<file path="src/rtl/branch_defs.sv">
// rtl/branch_defs.sv - shared constants and types for the branch/jump control FSM
// Purpose: opcode/funct constants, state and sequence-class encodings, and the
//          control-field codes driven by branch_ctrl_fsm.
// Ports:   none (package).
package branch_defs;

  localparam logic [5:0] OP_RTYPE = 6'h00;
  localparam logic [5:0] OP_J     = 6'h02;
  localparam logic [5:0] OP_JAL   = 6'h03;
  localparam logic [5:0] OP_BEQ   = 6'h04;
  localparam logic [5:0] OP_BNE   = 6'h05;
  localparam logic [5:0] OP_BLE   = 6'h06;
  localparam logic [5:0] OP_BGT   = 6'h07;
  localparam logic [5:0] FUNCT_JR = 6'h08;

  typedef enum logic [2:0] {
    S_IDLE = 3'd0,
    S_CMP  = 3'd1,
    S_BR   = 3'd2,
    S_LINK = 3'd3,
    S_JUMP = 3'd4,
    S_JR   = 3'd5,
    S_ERR  = 3'd6
  } state_t;

  typedef enum logic [2:0] {
    SEQ_BRANCH  = 3'd0,
    SEQ_J       = 3'd1,
    SEQ_JAL     = 3'd2,
    SEQ_JR      = 3'd3,
    SEQ_ILLEGAL = 3'd4
  } seq_t;

  // Condition-select bits captured at hand-off and replayed in BR.
  typedef struct packed {
    logic cmp_kind;
    logic eq_or_ne;
    logic gt_or_lt;
  } cond_t;

  localparam logic [1:0] PCSRC_ALU    = 2'b00;
  localparam logic [1:0] PCSRC_ALUOUT = 2'b01;
  localparam logic [1:0] PCSRC_JUMP   = 2'b10;
  localparam logic [1:0] PCSRC_REGA   = 2'b11;

  localparam logic [2:0] ALUOP_IDLE = 3'b000;
  localparam logic [2:0] ALUOP_SUB  = 3'b010;

  localparam logic [1:0] ALUSRCB_RT  = 2'b00;
  localparam logic [1:0] REGDST_RA   = 2'b10;
  localparam logic [1:0] MEMTOREG_PC = 2'b10;

endpackage

</file>
<file path="src/rtl/branch_decode.sv">
// rtl/branch_decode.sv - opcode/funct to sequence-class and condition-select decoder
// Purpose: purely combinational classification of a branch/jump instruction.
// Ports:   opcode, funct (in, 6 each); seq (out, sequence class);
//          cond (out, CmpKind/EQorNE/GTorLT for branches, zero otherwise).
module branch_decode
  import branch_defs::*;
(
  input  logic [5:0] opcode,
  input  logic [5:0] funct,
  output seq_t       seq,
  output cond_t      cond
);

  always_comb begin
    seq  = SEQ_ILLEGAL;
    cond = '0;
    case (opcode)
      OP_BEQ: seq = SEQ_BRANCH;
      OP_BNE: begin
        seq           = SEQ_BRANCH;
        cond.eq_or_ne = 1'b1;
      end
      OP_BGT: begin
        seq           = SEQ_BRANCH;
        cond.cmp_kind = 1'b1;
      end
      // ble is "not greater": same Gt path, inverted.
      OP_BLE: begin
        seq           = SEQ_BRANCH;
        cond.cmp_kind = 1'b1;
        cond.gt_or_lt = 1'b1;
      end
      OP_J:     seq = SEQ_J;
      OP_JAL:   seq = SEQ_JAL;
      OP_RTYPE: if (funct == FUNCT_JR) seq = SEQ_JR;
      default:  seq = SEQ_ILLEGAL;
    endcase
  end

endmodule

</file>
<file path="src/rtl/branch_ctrl_fsm.sv">
// rtl/branch_ctrl_fsm.sv - multicycle PC-update sequencer for branch and jump instructions
// Purpose: after the main FSM hands off with start, steps through CMP/BR, LINK/JUMP,
//          JUMP, JR or ERR and emits Moore PC-write, ALU and writeback controls.
// Ports:   clk, reset_n (async active-low), start, opcode[5:0], funct[5:0] in;
//          busy, done, illegal, PCWrite, PCWriteCond, EQorNE, GTorLT, CmpKind,
//          PCSource[1:0], ALUSrcA, ALUSrcB[1:0], ALUOp[2:0], RegWrite,
//          RegDst[1:0], MemtoReg[1:0] out.
module branch_ctrl_fsm
  import branch_defs::*;
(
  input  logic       clk,
  input  logic       reset_n,
  input  logic       start,
  input  logic [5:0] opcode,
  input  logic [5:0] funct,
  output logic       busy,
  output logic       done,
  output logic       illegal,
  output logic       PCWrite,
  output logic       PCWriteCond,
  output logic       EQorNE,
  output logic       GTorLT,
  output logic       CmpKind,
  output logic [1:0] PCSource,
  output logic       ALUSrcA,
  output logic [1:0] ALUSrcB,
  output logic [2:0] ALUOp,
  output logic       RegWrite,
  output logic [1:0] RegDst,
  output logic [1:0] MemtoReg
);

  state_t state, state_next;
  seq_t   dec_seq;
  cond_t  dec_cond, cond_q;
  // Low for the first edge after reset release so a start coincident with
  // release can never launch a sequence, whatever the edge ordering.
  logic   armed;
  logic   accept;

  branch_decode u_decode (
    .opcode (opcode),
    .funct  (funct),
    .seq    (dec_seq),
    .cond   (dec_cond)
  );

  assign accept = (state == S_IDLE) && start && armed;

  always_ff @(posedge clk or negedge reset_n) begin
    if (!reset_n) begin
      state  <= S_IDLE;
      cond_q <= '0;
      armed  <= 1'b0;
    end else begin
      state <= state_next;
      armed <= 1'b1;
      if (accept) cond_q <= dec_cond;
    end
  end

  always_comb begin
    state_next  = state;
    busy        = 1'b1;
    done        = 1'b0;
    illegal     = 1'b0;
    PCWrite     = 1'b0;
    PCWriteCond = 1'b0;
    EQorNE      = 1'b0;
    GTorLT      = 1'b0;
    CmpKind     = 1'b0;
    PCSource    = PCSRC_ALU;
    ALUSrcA     = 1'b0;
    ALUSrcB     = ALUSRCB_RT;
    ALUOp       = ALUOP_IDLE;
    RegWrite    = 1'b0;
    RegDst      = 2'b00;
    MemtoReg    = 2'b00;

    case (state)
      S_IDLE: begin
        busy = 1'b0;
        if (accept) begin
          case (dec_seq)
            SEQ_BRANCH: state_next = S_CMP;
            SEQ_J:      state_next = S_JUMP;
            SEQ_JAL:    state_next = S_LINK;
            SEQ_JR:     state_next = S_JR;
            default:    state_next = S_ERR;
          endcase
        end
      end
      S_CMP: begin
        ALUSrcA    = 1'b1;
        ALUSrcB    = ALUSRCB_RT;
        ALUOp      = ALUOP_SUB;
        state_next = S_BR;
      end
      // ALU still subtracting rs-rt so Zero/Gt are valid for the selector.
      S_BR: begin
        ALUSrcA     = 1'b1;
        ALUSrcB     = ALUSRCB_RT;
        ALUOp       = ALUOP_SUB;
        PCWriteCond = 1'b1;
        PCSource    = PCSRC_ALUOUT;
        CmpKind     = cond_q.cmp_kind;
        EQorNE      = cond_q.eq_or_ne;
        GTorLT      = cond_q.gt_or_lt;
        done        = 1'b1;
        state_next  = S_IDLE;
      end
      // PC already holds PC+4 from fetch, so it is the link value.
      S_LINK: begin
        RegWrite   = 1'b1;
        RegDst     = REGDST_RA;
        MemtoReg   = MEMTOREG_PC;
        state_next = S_JUMP;
      end
      S_JUMP: begin
        PCWrite    = 1'b1;
        PCSource   = PCSRC_JUMP;
        done       = 1'b1;
        state_next = S_IDLE;
      end
      S_JR: begin
        PCWrite    = 1'b1;
        PCSource   = PCSRC_REGA;
        done       = 1'b1;
        state_next = S_IDLE;
      end
      S_ERR: begin
        illegal    = 1'b1;
        done       = 1'b1;
        state_next = S_IDLE;
      end
      default: begin
        busy       = 1'b0;
        state_next = S_IDLE;
      end
    endcase
  end

endmodule

</file>
<file path="config.mk">
export PLATFORM = sky130hd
export DESIGN_NAME = branch_ctrl_fsm
export DESIGN_NICKNAME = d
export VERILOG_FILES = /design/src/rtl/branch_defs.sv /design/src/rtl/branch_decode.sv /design/src/rtl/branch_ctrl_fsm.sv
export SDC_FILE = /design/constraint.sdc
export NUM_CORES = 1
export LEC_CHECK = 0
export CAP_MARGIN = 20
export CORE_MARGIN = 5
export CORE_UTILIZATION = 38
export CTS_BUF_LIST = sky130_fd_sc_hd__clkbuf_4
export DETAILED_ROUTE_END_ITERATION = 16
export GPL_TIMING_DRIVEN = 0
export PLACE_DENSITY = 0.86
export SLEW_MARGIN = 20
export SYNTH_ARGS = -nofsm -noshare
export SYNTH_HDL_FRONTEND = slang
export SYNTH_SLANG_ARGS = --single-unit
export TNS_END_PERCENT = 30
</file>
<file path="constraint.sdc">
create_clock -name clk -period 2 [get_ports clk]
set_input_delay 0.2 -clock clk [delete_from_list [all_inputs] [get_ports clk]]
set_output_delay 0.2 -clock clk [all_outputs]
set_load 0.005 [all_outputs]
</file>
# Word level (Yosys, flattened, before mapping)
# Index checks and enable logic that the tools add are counted.
[word_totals] register_bits=7 in_bits=15 output_inout_bits=21 word_cells=54
[op_classes] n_eq_ne=17 mux=21 n_reduce_logical=11
[op_table] operator="$eq A6 B3 Y1 const B" count=4
[op_table] operator="$pmux W3 S4" count=2
[op_table] operator="$mux W1" count=13
[op_table] operator="$eq A3 B2 Y1 const B" count=4
[op_table] operator="$eq A6 B2 Y1 const B" count=2
[op_table] operator="$eq A3 B3 Y1 const B" count=3
[op_table] operator="$pmux W3 S3" count=1
[op_table] operator="$reduce_or A4 Y1" count=2
[op_table] operator="$eq A3 B1 Y1 const B" count=2
[op_table] operator="$eq A6 B4 Y1 const B" count=1
[op_table] operator="$logic_not A3 Y1" count=2
[op_table] operator="$logic_not A6 Y1" count=1
[op_table] operator="$mux W3" count=2
[op_table] operator="$pmux W2 S3" count=1
[op_table] operator="$reduce_or A2 Y1" count=3
[op_table] operator="$reduce_or A6 Y1" count=1
[op_table] operator="$mux W2" count=2
[op_table] operator="$logic_and A1 B1 Y1" count=2
[op_table] operator="$ne A2 B2 Y1 const B" count=1

# Logic depth before layout (Yosys ltp)
[logic_depth] ltp_word=7 ltp_mapped=4 ltp_nobuf=3

# Hierarchy
# Synthesis repeated with hierarchy kept, for this count alone.
[unflattened] hier_cells=66 hier_area_um2=593.1
[modules_own_cells] mod="branch_ctrl_fsm" n_inst=1 cells_each=51 area_each_um2=484.2 seq_area_each_um2=175.2
[modules_own_cells] mod="branch_decode" n_inst=1 cells_each=15 area_each_um2=108.9 seq_area_each_um2=0.0

# Worst setup path before layout
# Ideal clock, no wire load.
[synth_timing] kind="reg2reg" start="register state[2]" end="register cond_q[1] (netlist bit)" setup_time_ps=125 arrival_time_ps=1258 required_time_ps=1875 path_slack_ps=617 path_stages_with_launch=5 n_path_buf=1 synth_period_minus_slack_ps=1383 path_cell_list="dfrtp_1 > nand4bb_1 > or2_1 > buf_6 > mux2_4"
[synth_via] elab_chain_len=3
[synth_lines] item="from (decl)" line_no="branch_ctrl_fsm.sv:33" text="state_t state, state_next;"
[synth_lines] item="from (signal assigned)" line_no="branch_ctrl_fsm.sv:56" text="state <= state_next;"
[synth_lines] item="$logic_not A3 Y1" line_no="branch_ctrl_fsm.sv:48" text="assign accept = (state == S_IDLE) && start && armed;"
[synth_lines] item="$logic_and A1 B1 Y1 (2 in a row)" line_no="branch_ctrl_fsm.sv:48"
[synth_lines] item="to (signal assigned)" line_no="branch_ctrl_fsm.sv:58" text="if (accept) cond_q <= dec_cond;"
[synth_lines] item="to (decl)" line_no="branch_ctrl_fsm.sv:35" text="cond_t dec_cond, cond_q;"
# No other way between the ends.
# A chain may end at the register's enable or synchronous reset.

# Worst setup path after layout
[layout_timing] start="register state[0]" end="output ALUOp[1]"
[layout_via] elab_chain_len=3
[layout_lines] item="$eq A3 B1 Y1 or $eq A3 B2 Y1 (tied branches)" line_no="branch_ctrl_fsm.sv:80" text="case (state)"
[layout_lines] item="$reduce_or A2 Y1 (no source line) (*)"
[layout_lines] item="$mux W2 (*)" line_no="branch_ctrl_fsm.sv:80"
[layout_lines] item="to (decl)" line_no="branch_ctrl_fsm.sv:27" text="output logic [2:0] ALUOp,"
# Mark *: on every way between the ends. The rest lies on a longest branch, timed or not.

==> flow_summary.ini <==
[cts]
htreeDepth = 1
cts.sinks = 7
cts_hold_buf = 0
cts_buffers = 3
clock_latency_ps = 250
max-clock-path-buffers = 2
root_buffer = clkbuf_4
tritoncts = built
cts.clk_slew.worst_paths_ps = 50

[detailed_routing]
drt_iter0_drc = 4
drc_errors = 0
wl_um = 1260
final_antenna_net_count = 0
detail_route.wl_per_cell_um = 11.1
viasPerCell = 4.73
first_pass_iters = 2
dr_total_vias = 534

[flow_run]
max_cap_violations = 0

[synth]
synth_seq_cells = 7
synth_edf_count = 0
netlist_area_um2 = 522
ys_seq_area_share_pct = 33.6
synthCells = 59
async_flop_share_pct = 100
syn_avg_cell_area_um2 = 8.84
synthFlopType = dfrtp_1
ys_types = 26
yosys_warnings = 0

[timing]
period_share_pct = 95.7
setup_slack_ps = 86.6
finalCriticalPeriod_ps = 1910
whs_ps = 199
fmax_mhz = 523
finClkSkew_ps = 0.148
setup_viol = 0
slew_viol_final = 0
rsz0062_at_grt = true
hold_viol = 0

[finish]
areaGrowthSynthToFinish_pct = 75.1
finish.utilization_pct = 70.2
fin_cells = 113
drive_above_1_share_pct = 24.5
n_antenna_cell = 0
fin_nets = 114

[grt]
grt_first_pass_wirelength_um = 2100
grt_max_degree = 11
grt.overflow.total = 0
grt_use_total_pct = 13.8
grt_pass1_vias = 529
antenna_found_initial = 0

[floorplan]
core-area_mm2 = 0.00130
fp.dieW_um = 47.1
boundaryPins = 36
num_rows = 13
chipHeight_um = 47.1
initial_core_util_pct = 40.1
dieArea_mm2 = 0.00221

[worst_setup_path]
timing.rr.start = state[2]
endpoint_kind = output pin
path_buf_inv = 2
slowest_stage = clkdlybuf4s50_1
worstPathCellList = or2b_4, a21oi_2, buf_4, clkdlybuf4s50_1
arrival_ps = 1710
cpPeakStageDelay_ps = 480
reg2reg_depth = 4
worstPathRequired_ps = 1800
cpLargestDelayFamily = buffers and inverters
r2r_setup_slack_ps = 500
path_class = register to output pin
cp-start-kind = register
worstReg2RegEnd = cond_q[2]
cp_max_fo = 8

[outcome]
status = completed

[power]
p_total_uw = 413
p_leak_nw = 0.476
ir_drop_mv = 0.243
cellPowerDensity_mw_per_mm2 = 452

[worst_hold_path]
hold_path.class = input port to async pin

[placed_design]
gp_congestion = 0.747
dp_slack_ps = 153
place_hpwl_um = 1050
port_buffers = 29
dpl.cell_count = 108
worst max-delay path by stage:
stage	startpoint	to	slack [ps]	cells past startpoint
floorplan	state[2]	cond_q[1]	620	4
global placement	state[0]	GTorLT	210	4
detailed placement	state[0]	EQorNE	150	4
CTS	state[0]	EQorNE	-6	4
global route	state[0]	ALUOp[1]	-20	4
finish	state[0]	ALUOp[1]	90	4
repair_timing:
| action | 4_1_cts | 5_1_grt |
|---|---|---|
| resized for setup | 4 | 6 |
| setup endpoints to repair | 4 | 8 |
| setup buffers | 0 | 1 |
metrics by stage:
stage | area (um^2) | TNS [ps]
floorplan | 541 | 0
detailed placement | 850 | 0
CTS | 892 | -6.40
global route | 913 | -18.3
global placement | 850 | 0
finish | 913 | 0
registers in the layout, summed over array words and instances (netlist names):
name / count
armed: 1
cond_q: 3
state: 3
final cells by class:
cell class,count,area (um^2)
tap,15,18.8
buffer,11,86.3
sequential,7,179
timing repair buffer,30,305
fill,118,388
inverter,1,3.75
clock buffer,4,30.0
multi-input combinational,45,290
layer usage:
layer  GRT usage (%)  vias to the layer above  share of wire, %
li1                -                      269                 -
met1            14.0                      231                37
met2            25.2                       32                49
met3            2.30                        2                13
met4            9.94                        0               1.1
met5               0                        -                 0
report_power, final:
part | leakage, nW | internal, mW | switching [mW] | total [mW]
clock | 0.0184 | 0.0894 | 0.0484 | 0.138
combinational | 0.369 | 0.0792 | 0.0401 | 0.119
sequential | 0.0893 | 0.148 | 0.00740 | 0.156
total | 0.476 | 0.317 | 0.0959 | 0.413
cells by family after synthesis:
group           count (synthesis)  synth area share (%)
other cells                     2                  1.44
flops                           7                  33.6
compound gates                 10                  12.5
mux                             2                  5.76
buf+inv                        12                  17.3
simple gates                   26                  29.5
cell usage after synthesis (2+ instances only):
cell      n  share of area, %
a21oi_1   4               3.8
buf_4    10                14
nor2_1    7               5.0
and3_1    3               3.6
and2_1    3               3.6
dfrtp_1   7                34
nor3_1    3               2.9
mux2_4    2               5.8
or3_1     2               2.4
conb_1    2               1.4
placed cells by master, fill, tap and decap left out, drive strengths merged, types with 2 or more instances in the layout:
cell type,n
a21oi,4
buf,12
mux2,2
nor2,7
dfrtp,7
dlymetal6s2s,3
clkbuf,4
and3,3
and2,3
or3,2
clkdlybuf4s50,26
nor3,3
conb,7
No activity file was read; power rests on OpenSTA's default activity.
